[src/rtl/lpm_divide_seq.sv]
// Iterative restoring divider with start/busy/done handshake.
// One quotient bit per enabled clock; signed mode divides magnitudes and fixes signs at the end.
module lpm_divide_seq #(
    parameter int    lpm_widthn         = 8,
    parameter int    lpm_widthd         = 8,
    parameter string lpm_representation = "UNSIGNED"
) (
    input  logic                  clock,
    input  logic                  aclr_n,
    input  logic                  clken,
    input  logic                  start,
    input  logic [lpm_widthn-1:0] numer,
    input  logic [lpm_widthd-1:0] denom,
    output logic                  busy,
    output logic                  done,
    output logic [lpm_widthn-1:0] quotient,
    output logic [lpm_widthd-1:0] remain,
    output logic                  div_zero
);
    localparam int WN = lpm_widthn;
    localparam int WD = lpm_widthd;
    localparam int CW = $clog2(WN + 1);
    localparam bit IS_SIGNED = (lpm_representation == "SIGNED");

    localparam logic [1:0] S_IDLE = 2'd0;
    localparam logic [1:0] S_CALC = 2'd1;
    localparam logic [1:0] S_DONE = 2'd2;

    logic [1:0]    state_q, state_d;
    logic [CW-1:0] cnt_q, cnt_d;
    logic [WD-1:0] rem_q, rem_d;
    logic [WN-1:0] qsh_q, qsh_d;
    logic [WD-1:0] dvs_q, dvs_d;
    logic [WD-1:0] nlo_q, nlo_d;
    logic          nneg_q, nneg_d;
    logic          dneg_q, dneg_d;
    logic [WN-1:0] quotient_q, quotient_d;
    logic [WD-1:0] remain_q, remain_d;
    logic          dz_q, dz_d;

    logic          n_neg, d_neg, ge;
    logic [WN-1:0] n_mag;
    logic [WD-1:0] d_mag;
    logic [WD:0]   trial, diff;

    always_comb begin
        n_neg = IS_SIGNED && numer[WN-1];
        d_neg = IS_SIGNED && denom[WD-1];
        // The most-negative numerator negates to itself, which is its exact unsigned magnitude.
        n_mag = n_neg ? (~numer + 1'b1) : numer;
        d_mag = d_neg ? (~denom + 1'b1) : denom;
        trial = {rem_q, qsh_q[WN-1]};
        diff  = trial - {1'b0, dvs_q};
        ge    = (trial >= {1'b0, dvs_q});
    end

    always_comb begin
        state_d    = state_q;
        cnt_d      = cnt_q;
        rem_d      = rem_q;
        qsh_d      = qsh_q;
        dvs_d      = dvs_q;
        nlo_d      = nlo_q;
        nneg_d     = nneg_q;
        dneg_d     = dneg_q;
        quotient_d = quotient_q;
        remain_d   = remain_q;
        dz_d       = dz_q;
        case (state_q)
            S_CALC: begin
                if (cnt_q == CW'(WN)) begin
                    state_d = S_DONE;
                    if (dvs_q == '0) begin
                        quotient_d = '1;
                        remain_d   = nlo_q;
                        dz_d       = 1'b1;
                    end else begin
                        quotient_d = (nneg_q ^ dneg_q) ? (~qsh_q + 1'b1) : qsh_q;
                        remain_d   = nneg_q ? (~rem_q + 1'b1) : rem_q;
                        dz_d       = 1'b0;
                    end
                end else begin
                    // A failed trial is below the divisor, so its top bit is always zero.
                    rem_d = ge ? diff[WD-1:0] : trial[WD-1:0];
                    qsh_d = {qsh_q[WN-2:0], ge};
                    cnt_d = cnt_q + 1'b1;
                end
            end
            S_IDLE, S_DONE: begin
                state_d = S_IDLE;
                if (start) begin
                    state_d = S_CALC;
                    cnt_d   = '0;
                    rem_d   = '0;
                    qsh_d   = n_mag;
                    dvs_d   = d_mag;
                    nlo_d   = numer[WD-1:0];
                    nneg_d  = n_neg;
                    dneg_d  = d_neg;
                end
            end
            default: state_d = S_IDLE;
        endcase
    end

    always_ff @(posedge clock or negedge aclr_n) begin
        if (!aclr_n) begin
            state_q    <= S_IDLE;
            cnt_q      <= '0;
            rem_q      <= '0;
            qsh_q      <= '0;
            dvs_q      <= '0;
            nlo_q      <= '0;
            nneg_q     <= 1'b0;
            dneg_q     <= 1'b0;
            quotient_q <= '0;
            remain_q   <= '0;
            dz_q       <= 1'b0;
        end else if (clken) begin
            state_q    <= state_d;
            cnt_q      <= cnt_d;
            rem_q      <= rem_d;
            qsh_q      <= qsh_d;
            dvs_q      <= dvs_d;
            nlo_q      <= nlo_d;
            nneg_q     <= nneg_d;
            dneg_q     <= dneg_d;
            quotient_q <= quotient_d;
            remain_q   <= remain_d;
            dz_q       <= dz_d;
        end
    end

    assign busy     = (state_q == S_CALC);
    assign done     = (state_q == S_DONE);
    assign quotient = quotient_q;
    assign remain   = remain_q;
    assign div_zero = dz_q;
endmodule

[config.mk]
export PLATFORM = sky130hd
export DESIGN_NAME = lpm_divide_seq
export DESIGN_NICKNAME = d
export VERILOG_FILES = /design/src/rtl/lpm_divide_seq.sv
export SDC_FILE = /design/constraint.sdc
export NUM_CORES = 1
export LEC_CHECK = 0
export CAP_MARGIN = 0
export CORE_MARGIN = 2
export CORE_UTILIZATION = 40
export CTS_BUF_LIST = sky130_fd_sc_hd__clkbuf_2
export CTS_CLUSTER_SIZE = 25
export DETAILED_ROUTE_END_ITERATION = 7
export GPL_ROUTABILITY_DRIVEN = 0
export PLACE_DENSITY = 0.62
export SLEW_MARGIN = 15
export SYNTH_ARGS = -nofsm -noshare
export SYNTH_HDL_FRONTEND = slang
export SYNTH_SLANG_ARGS = --single-unit
[constraint.sdc]
create_clock -name clock -period 2.4 [get_ports clock]
set_input_delay 0.72 -clock clock [delete_from_list [all_inputs] [get_ports clock]]
set_output_delay 0.72 -clock clock [all_outputs]
set_load 0.02 [all_outputs]
==> After elaboration in Yosys (flattened, before gate mapping) <==
Index checks and enable logic that the tools add are counted.
W data, S select, Z words.
{ "word_totals": {"ff_bits": 55, "input_bits": 20, "out_inout_bits": 19, "elab_cells": 42} }
{ "classes": {"add_sub_neg": 2, "magnitude_cmp": 1, "eq_ne": 6, "muxes": 16, "reduce_logical": 8} }
{ "ops": {"columns": ["operator", "count"], "rows": [
  ["$mux W8", 7],
  ["$pmux W8 S2", 2],
  ["$ge A9 B8 Y1", 1],
  ["$logic_not A8 Y1", 1],
  ["$mux W4", 2],
  ["$pmux W4 S2", 1],
  ["$sub A8 B8 Y8", 1],
  ["$reduce_and A3 Y1", 2],
  ["$add A4 B1 Y4 const B", 1],
  ["$eq A4 B4 Y1 const B", 1],
  ["$ne A2 B2 Y1 const B", 2],
  ["$pmux W2 S2", 1],
  ["$reduce_and A4 Y1", 1],
  ["$eq A2 B1 Y1 const B", 1],
  ["$eq A2 B2 Y1 const B", 1],
  ["$logic_not A2 Y1", 1],
  ["$mux W1", 2],
  ["$mux W2", 1],
  ["$ne A2 B1 Y1 const B", 1],
  ["$reduce_and A2 Y1", 1],
  ["$reduce_bool A2 Y1", 1],
  ["$reduce_or A2 Y1", 1]
]} }

==> Logic depth before layout (Yosys ltp) <==
Gate-level depths: netlist (run 1).
{ "depth": {"word_depth": 4, "depth_mapped": 8, "mapped_depth_nobuf": 8} }

==> Worst setup path after synthesis (run 1) <==
Ideal clock, no wire load.
{ "synth_path": {"kind": "flip-flop to flip-flop", "start": "reg qsh_q[7]", "end": "reg rem_q[6]", "setup_ps": 104, "arrival_time_ps": 1776, "required_ps": 2296, "path_slack_ps": 520, "stages_incl_launch_ff": 9, "synth_period_minus_slack_ps": 1880, "cell_sequence": "dfrtp_1 -> inv_1 -> ha_1 -> fa_1 -> nand2b_1 -> a2111o_1 -> o211ai_1 -> o211ai_1 -> o311ai_1"} }
{ "synth_via": {"elab_chain_len": 4, "word_cells_on_any_way": 5, "classes_between": "1 x add/sub; 1 x order compare; 3 x mux"} }
{ "synth_lines": {"columns": ["item", "line_no", "rtl"], "rows": [
  ["start, declared", "32", "logic [WN-1:0] qsh_q, qsh_d;"],
  ["start signal, assigned", "123", "qsh_q <= qsh_d;"],
  ["$sub A8 B8 Y8 / $ge A9 B8 Y1 (equally long branches)", "53, 54", null],
  ["$mux W8 *", "84", "rem_d = ge ? diff[WD-1:0] : trial[WD-1:0];"],
  ["$mux W8 *", "71", "if (cnt_q == CW'(WN)) begin"],
  ["$pmux W8 S2 *", "69", "case (state_q)"],
  ["end signal, assigned", "122", "rem_q <= rem_d;"],
  ["end, declared", "31", "logic [WD-1:0] rem_q, rem_d;"]
]} }
Mark *: on every way between the ends. The rest lies on a longest branch, timed or not. The select of a mux whose other input is x is not followed.
A chain may end at the register's enable or synchronous reset.

==> Worst setup path in the final report (run 1) <==
{ "layout_path": {"start": "reg remain_q[0], in the netlist remain[0]", "end": "out remain[0]"} }
{ "layout_lines": {"columns": ["item", "line_no", "rtl"], "rows": [
  ["start, declared", "38", "logic [WD-1:0] remain_q, remain_d;"],
  ["start signal, assigned", "129", "remain_q <= remain_d;"],
  ["end, declared", "17", "output logic [lpm_widthd-1:0] remain,"]
]} }
No word-level cell between the ends.

==> flow_metrics.py, run 1 <==
metrics = {
    "logic_synthesis": {
        "ys_types": 56,
        "synth_edf_count": 0,
        "synth_flop_cell": "dfrtp_1",
        "yosys.area_share.simple_pct": 21.13,
        "synthCells": 289,
        "ys_ff_latch": 55,
        "syn_avg_cell_area_um2": 9.754,
        "synth_top_family_by_area": "simple AND/OR/NAND/NOR gates",
        "seq_area_frac_synth_pct": 48.82,
        "synthAdderAreaFrac_pct": 5.149,
        "synth_fp_nets": 320,
        "synthXorXnorAreaFrac_pct": 1.553,
        "yosys_warnings": 0,
        "synth_mux_area_share_pct": 2.841,
        "async_flop_share_pct": 100.0,
        "syn_area_um2": 2819,
        "synth-compound-area-share_pct": 16.56,
    },
    "sta": {
        "fmax_mhz": 445.0,
        "rsz0062_at_grt": "no",
        "maxSlewHeadroom_pct": 61.44,
        "period_needed_ns": 2.247,
        "fin_crit_sh_pct": 93.63,
        "finalSetupViolations": 0,
        "worst_slack_ns": 0.1529,
        "skew_ns": 0.02094,
        "slew_viol_final": 0,
        "finalHoldViolCount": 0,
        "setup_tns_ns": 0,
        "worst_slew_pin_slew_ns": 0.5785,
    },
    "setup_path": {
        "critPathBufInv": 1,
        "critical_path.max_fanout": 2,
        "endpoint_kind": "primary output",
        "slowest_stage": "clkdlybuf4s50_1",
        "worstPathCellList": "clkdlybuf4s50_1",
        "critPathLaunchType": "flip-flop",
        "rr_endpoint": "rem_q[6]",
        "r2r_cells": 8,
        "rrSetupSlack_ns": 0.16,
        "arrival_ns": 1.53,
        "cp_top_family": "buffers and inverters",
        "required_ns": 1.68,
        "max_stage_delay_ns": 0.61,
        "critPathKind": "flip-flop to primary output",
        "r2r-start": "qsh_q[7]",
        "path_depth": 1,
    },
    "cts": {
        "cts_tree": "done",
        "ctsHtreeMaxLevel": 2,
        "cts_buffer_depth": 2,
        "clockRootBuffer": "clkbuf_2",
        "cts_made_buffers": 5,
        "clk-insertion-delay-late_ns": 0.48,
        "clkTransAtPathRegs_ns": 0.31,
        "clock-sinks": 55,
    },
    "power": {
        "seqPwrFrac_pct": 34.6,
        "p_sw_mw": 2.094,
        "irDropWorstVdd_mv": 0.5311,
        "internal-power_mw": 2.723,
        "pwr_density_cell_nw_per_um2": 1408,
        "leakagePower_nw": 1.602,
        "pwr-share-clk_pct": 10.7,
        "switching_share_pct": 43.47,
        "power_frac_comb_pct": 54.7,
    },
    "die": {
        "rows": 30,
        "die_area_um2": 7735,
        "coreArea_um2": 6794,
        "ios": 39,
        "die_w_um": 87.95,
        "start_util_pct": 41.49,
        "die_h_um": 87.95,
    },
    "detailed_routing": {
        "ant_nets": 0,
        "routed_wl_mm": 6.227,
        "wl_per_cell_um": 14.45,
        "vias": 2229,
        "dr.pass1.iters": 4,
        "drcViolationCount": 0,
        "drt_iter0_markers": 152,
        "vias_per_cell": 5.172,
    },
    "job": {
        "cap_viol_max_count": 0,
    },
    "placed_design": {
        "place_ws_ns": 0.09666,
        "place_area_um2": 3333,
        "hpwlAfterDp_mm": 4.662,
        "io_buffers": 38,
    },
    "grt": {
        "grt_pass1_vias": 2155,
        "grtUsageTotal_pct": 17.68,
        "grt_pass1_wl_mm": 10.60,
        "grt_start_max_net_pins": 35,
        "antenna_found_initial": 0,
        "grt_overflow_total": 0,
    },
    "layout": {
        "fin_nets": 365,
        "final_common_cell": "nand2_1",
        "fin_area_um2": 3422,
        "antenna_cells": 0,
        "area_growth_pct": 21.39,
        "most-common-layout-cells": "nand2_1, dfrtp_1, clkdlybuf4s50_1, nor2_1",
        "drive_gt1_share_pct": 9.851,
        "fin_util_pct": 50.37,
        "fill_cells": 636,
    },
    "min_path": {
        "hp-class": "primary input to asynchronous set/reset pin",
    },
    "run_status": {
        "status": "completed",
    },
}
-- per-stage QoR --
stage / power [mW] / hold slack, ns / cells
after global placement: 4.259 / 0.4600 / 421
after CTS: 4.855 / 0.1533 / 431
after global routing: 5.212 / 0.1643 / 431
after floorplan: 3.511 / 0.4244 / 289
final: 4.817 / 0.1664 / 431
after detailed placement: 4.320 / 0.4620 / 421
-- cell families after synthesis --
| logic type | count (synthesis) |
|---|---|
| fa+ha+maj | 11 |
| mux | 8 |
| buf+inv | 25 |
| xor+xnor | 5 |
| simple gates | 121 |
| flops | 55 |
| compound gates | 64 |
-- area by class of cell --
cell class	count	area [um2]	area share [%]
clock buffers	5	25.02	0.7313
clock inverters	3	50.05	1.463
repair buffers	47	452.9	13.24
well taps	96	120.1	3.510
flip-flops and latches	55	1378	40.26
inverters	16	65.06	1.901
multi-input cells	209	1331	38.90
-- power groups by stage --
stage | combinational [mW] | clock (mW) | sequential [mW]
floorplan | 1.73 | 0 | 1.78
global route | 2.92 | 0.573 | 1.72
finish | 2.63 | 0.515 | 1.67
global placement | 2.56 | 0 | 1.70
CTS | 2.65 | 0.537 | 1.67
detailed placement | 2.61 | 0 | 1.71
-- cell usage after synthesis (2+ instances only) --
cell type	number	area (um2)
a21o_1	3	22.52
a21oi_1	11	55.05
and3b_1	2	17.52
buf_2	4	20.02
clkbuf_1	4	15.01
dfrtp_1	55	1376
ha_1	10	125.1
inv_1	15	56.30
mux2i_1	8	80.08
nand2_1	60	225.2
nand2b_1	3	18.77
nand3_1	15	75.07
nand3b_1	3	22.52
nor2_1	18	67.56
nor2_2	2	12.51
nor2b_1	2	12.51
nor4_1	2	12.51
o211ai_1	7	52.55
o21ai_0	4	20.02
o21ai_1	12	60.06
o22a_1	8	70.07
o311ai_1	3	26.28
o31ai_1	2	15.01
xor2_1	4	35.03
-- how the worst max path moves through the flow --
stage | start | to
global route | qsh_q[7] | rem_q[6]
CTS | remain[0] | remain[0]
floorplan | qsh_q[7] | rem_q[6]
global placement | clken | rem_q[7]
finish | remain[0] | remain[0]
detailed placement | clken | rem_q[6]
-- what timing repair did --
item | CTS | global route
resized for setup | 3 | 0
hold buffers | 0 | 0
buffers inserted | 2 | 0
setup endpoints to repair | 2 | 0
-- layer usage --
| metal | share of wire, % | wire [um] | track usage, % | vias to the layer above |
|---|---|---|---|---|
| met3 | 2.4 | 151 | 3.393 | 10 |
| li1 | - | - | - | 1112 |
| met2 | 48 | 2969 | 27.75 | 34 |
| met5 | 0 | 0 | 0 | - |
| met4 | 1.3 | 80 | 4.615 | 0 |
| met1 | 49 | 3025 | 25.24 | 1073 |
-- registers in the layout, indices dropped and copies added, names as in the netlist --
| register | cells |
|---|---|
| cnt_q | 4 |
| div_zero | 1 |
| qsh_q | 8 |
| nlo_q | 8 |
| rem_q | 8 |
| state_q | 2 |
| dvs_q | 8 |
| quotient | 8 |
| remain | 8 |
(Power assumes the default switching activity.)
==> run 2: changes to the inputs <==
- REMOVE_ABC_BUFFERS: default -> 1
- TNS_END_PERCENT: default -> 5
==> run 2 against run 1 <==
Final cell count up 0.23%. Die area unchanged. Clock skew down 0.0040 ns. Critical path type unchanged. Sequential share of layout area down 0.21 points. Count of clock-buffer cells in the layout unchanged. Clock power down 6.8%.
==> flow_metrics.py, run 2 (synthesized netlist as in run 1, its figures left out) <==
metrics = {
    "power": {
        "internal-power_mw": 2.728,
        "leakagePower_nw": 1.612,
        "switching_share_pct": 42.85,
        "seqPwrFrac_pct": 34.8,
        "p_sw_mw": 2.045,
        "pwr_density_cell_nw_per_um2": 1388,
        "power_frac_comb_pct": 55.1,
        "pwr-share-clk_pct": 10.1,
        "irDropWorstVdd_mv": 0.5515,
    },
    "cts": {
        "cts_buffer_depth": 2,
        "cts_hold_buffers": 0,
        "clk-insertion-delay-late_ns": 0.46,
        "ctsHtreeMaxLevel": 2,
        "clock-sinks": 55,
        "clkTransAtPathRegs_ns": 0.29,
        "cts_made_buffers": 5,
        "cts_tree": "done",
        "clockRootBuffer": "clkbuf_2",
    },
    "layout": {
        "fin_area_um2": 3440,
        "antenna_cells": 0,
        "drive_gt1_share_pct": 10.12,
        "fill_cells": 667,
        "final-seq-area_um2": 1378,
        "fin_nets": 366,
        "fin_util_pct": 50.63,
        "final_cells": 432,
        "area_growth_pct": 22.02,
        "most-common-layout-cells": "nand2_1, dfrtp_1, clkdlybuf4s50_1, nor2_1",
        "final_common_cell": "nand2_1",
        "multi_input_area_um2": 1331,
    },
    "placed_design": {
        "io_buffers": 38,
        "hpwlAfterDp_mm": 4.651,
        "place_area_um2": 3353,
        "dp_cells": 422,
        "place_ws_ns": 0.07968,
    },
    "setup_path": {
        "worstPathCellList": "clkdlybuf4s50_1",
        "cp_top_family": "buffers and inverters",
        "endpoint_kind": "primary output",
        "arrival_ns": 1.52,
        "required_ns": 1.68,
        "rrSetupSlack_ns": 0.26,
        "critical_path.max_fanout": 2,
        "critPathKind": "flip-flop to primary output",
        "critPathLaunchType": "flip-flop",
        "critPathBufInv": 1,
        "max_stage_delay_ns": 0.62,
        "slowest_stage": "clkdlybuf4s50_1",
    },
    "grt": {
        "grt_overflow_total": 0,
        "antenna_found_initial": 0,
        "grt_pass1_vias": 2190,
        "grtUsageTotal_pct": 17.80,
        "grt_pass1_wl_mm": 10.78,
        "grt_start_max_net_pins": 39,
    },
    "die": {
        "ios": 39,
        "coreArea_um2": 6794,
        "rows": 30,
        "die_h_um": 87.95,
        "die_w_um": 87.95,
        "die_area_um2": 7735,
        "start_util_pct": 41.49,
    },
    "run_status": {
        "status": "completed",
    },
    "sta": {
        "setup_tns_ns": 0,
        "slew_viol_final": 0,
        "fin_crit_sh_pct": 93.24,
        "finalHoldViolCount": 0,
        "finalSetupViolations": 0,
        "skew_ns": 0.01695,
        "fmax_mhz": 446.9,
        "rsz0062_at_grt": "no",
        "period_needed_ns": 2.238,
        "worst_slew_pin_slew_ns": 0.6015,
        "maxSlewHeadroom_pct": 59.53,
        "worst_slack_ns": 0.1624,
    },
    "detailed_routing": {
        "routed_wl_mm": 6.320,
        "drt_iter0_markers": 97,
        "drcViolationCount": 0,
        "dr.pass1.iters": 4,
        "vias_per_cell": 5.148,
        "ant_nets": 0,
        "wl_per_cell_um": 14.63,
        "vias": 2224,
    },
    "min_path": {
        "hp-class": "primary input to asynchronous set/reset pin",
    },
    "job": {
        "cap_viol_max_count": 0,
    },
}
run 2: cell count changes in the layout (fill, tap and decap cells not counted), sizes merged:
cell / previous run / this run
dlymetal6s2s: 0 / 1
inv: 17 / 15
dlygate4sd2: 2 / 1
buf: 10 / 11
clkinv: 1 / 3
run 2: final cells by class:
class                           count  area share (%)
Sequential cell                    55           40.05
Multi-Input combinational cell    209           38.71
Timing Repair Buffer               48           13.86
Tap cell                           96           3.492
Inverter                           16           1.892
Clock inverter                      3           1.273
Clock buffer                        5          0.7275
run 2: what timing repair did:
| action | CTS | global route |
|---|---|---|
| endpoints found under the setup margin | 2 | 1 |
| resized for setup | 2 | 1 |
| setup buffers | 2 | 0 |
run 2: layer usage:
metal	vias to the layer above	global-route usage, %	share of wire [%]
li1	1107	-	-
met1	1060	25.39	50
met2	50	28.24	45
met3	7	3.016	3.5
met4	0	4.615	1.1
met5	-	0	0
run 2: final timing paths:
check | startpoint | to | cells after the start
worst min register to register | nlo_q[7] | nlo_q[7] | 2
worst max-delay path | quotient[0] | quotient[0] | 1
min in group clock | nlo_q[7] | nlo_q[7] | 2
max in group asynchronous | aclr_n | nlo_q[1] | 2
worst max register to register | qsh_q[7] | rem_q[6] | 8
worst min-delay path | aclr_n | div_zero | 1
run 2: power groups by stage:
stage / logic, mW / registers [mW] / clock network, mW
CTS: 2.66 / 1.67 / 0.494
detailed placement: 2.62 / 1.69 / 0
global route: 2.93 / 1.73 / 0.526
floorplan: 1.71 / 1.78 / 0
global placement: 2.57 / 1.69 / 0
finish: 2.63 / 1.66 / 0.480
run 2: per-stage QoR:
step | hold WS (ns) | power [mW]
after floorplan | 0.4244 | 3.482
after global placement | 0.4611 | 4.263
after detailed placement | 0.4622 | 4.315
after CTS | 0.1571 | 4.823
after global routing | 0.1481 | 5.183
final | 0.1635 | 4.773
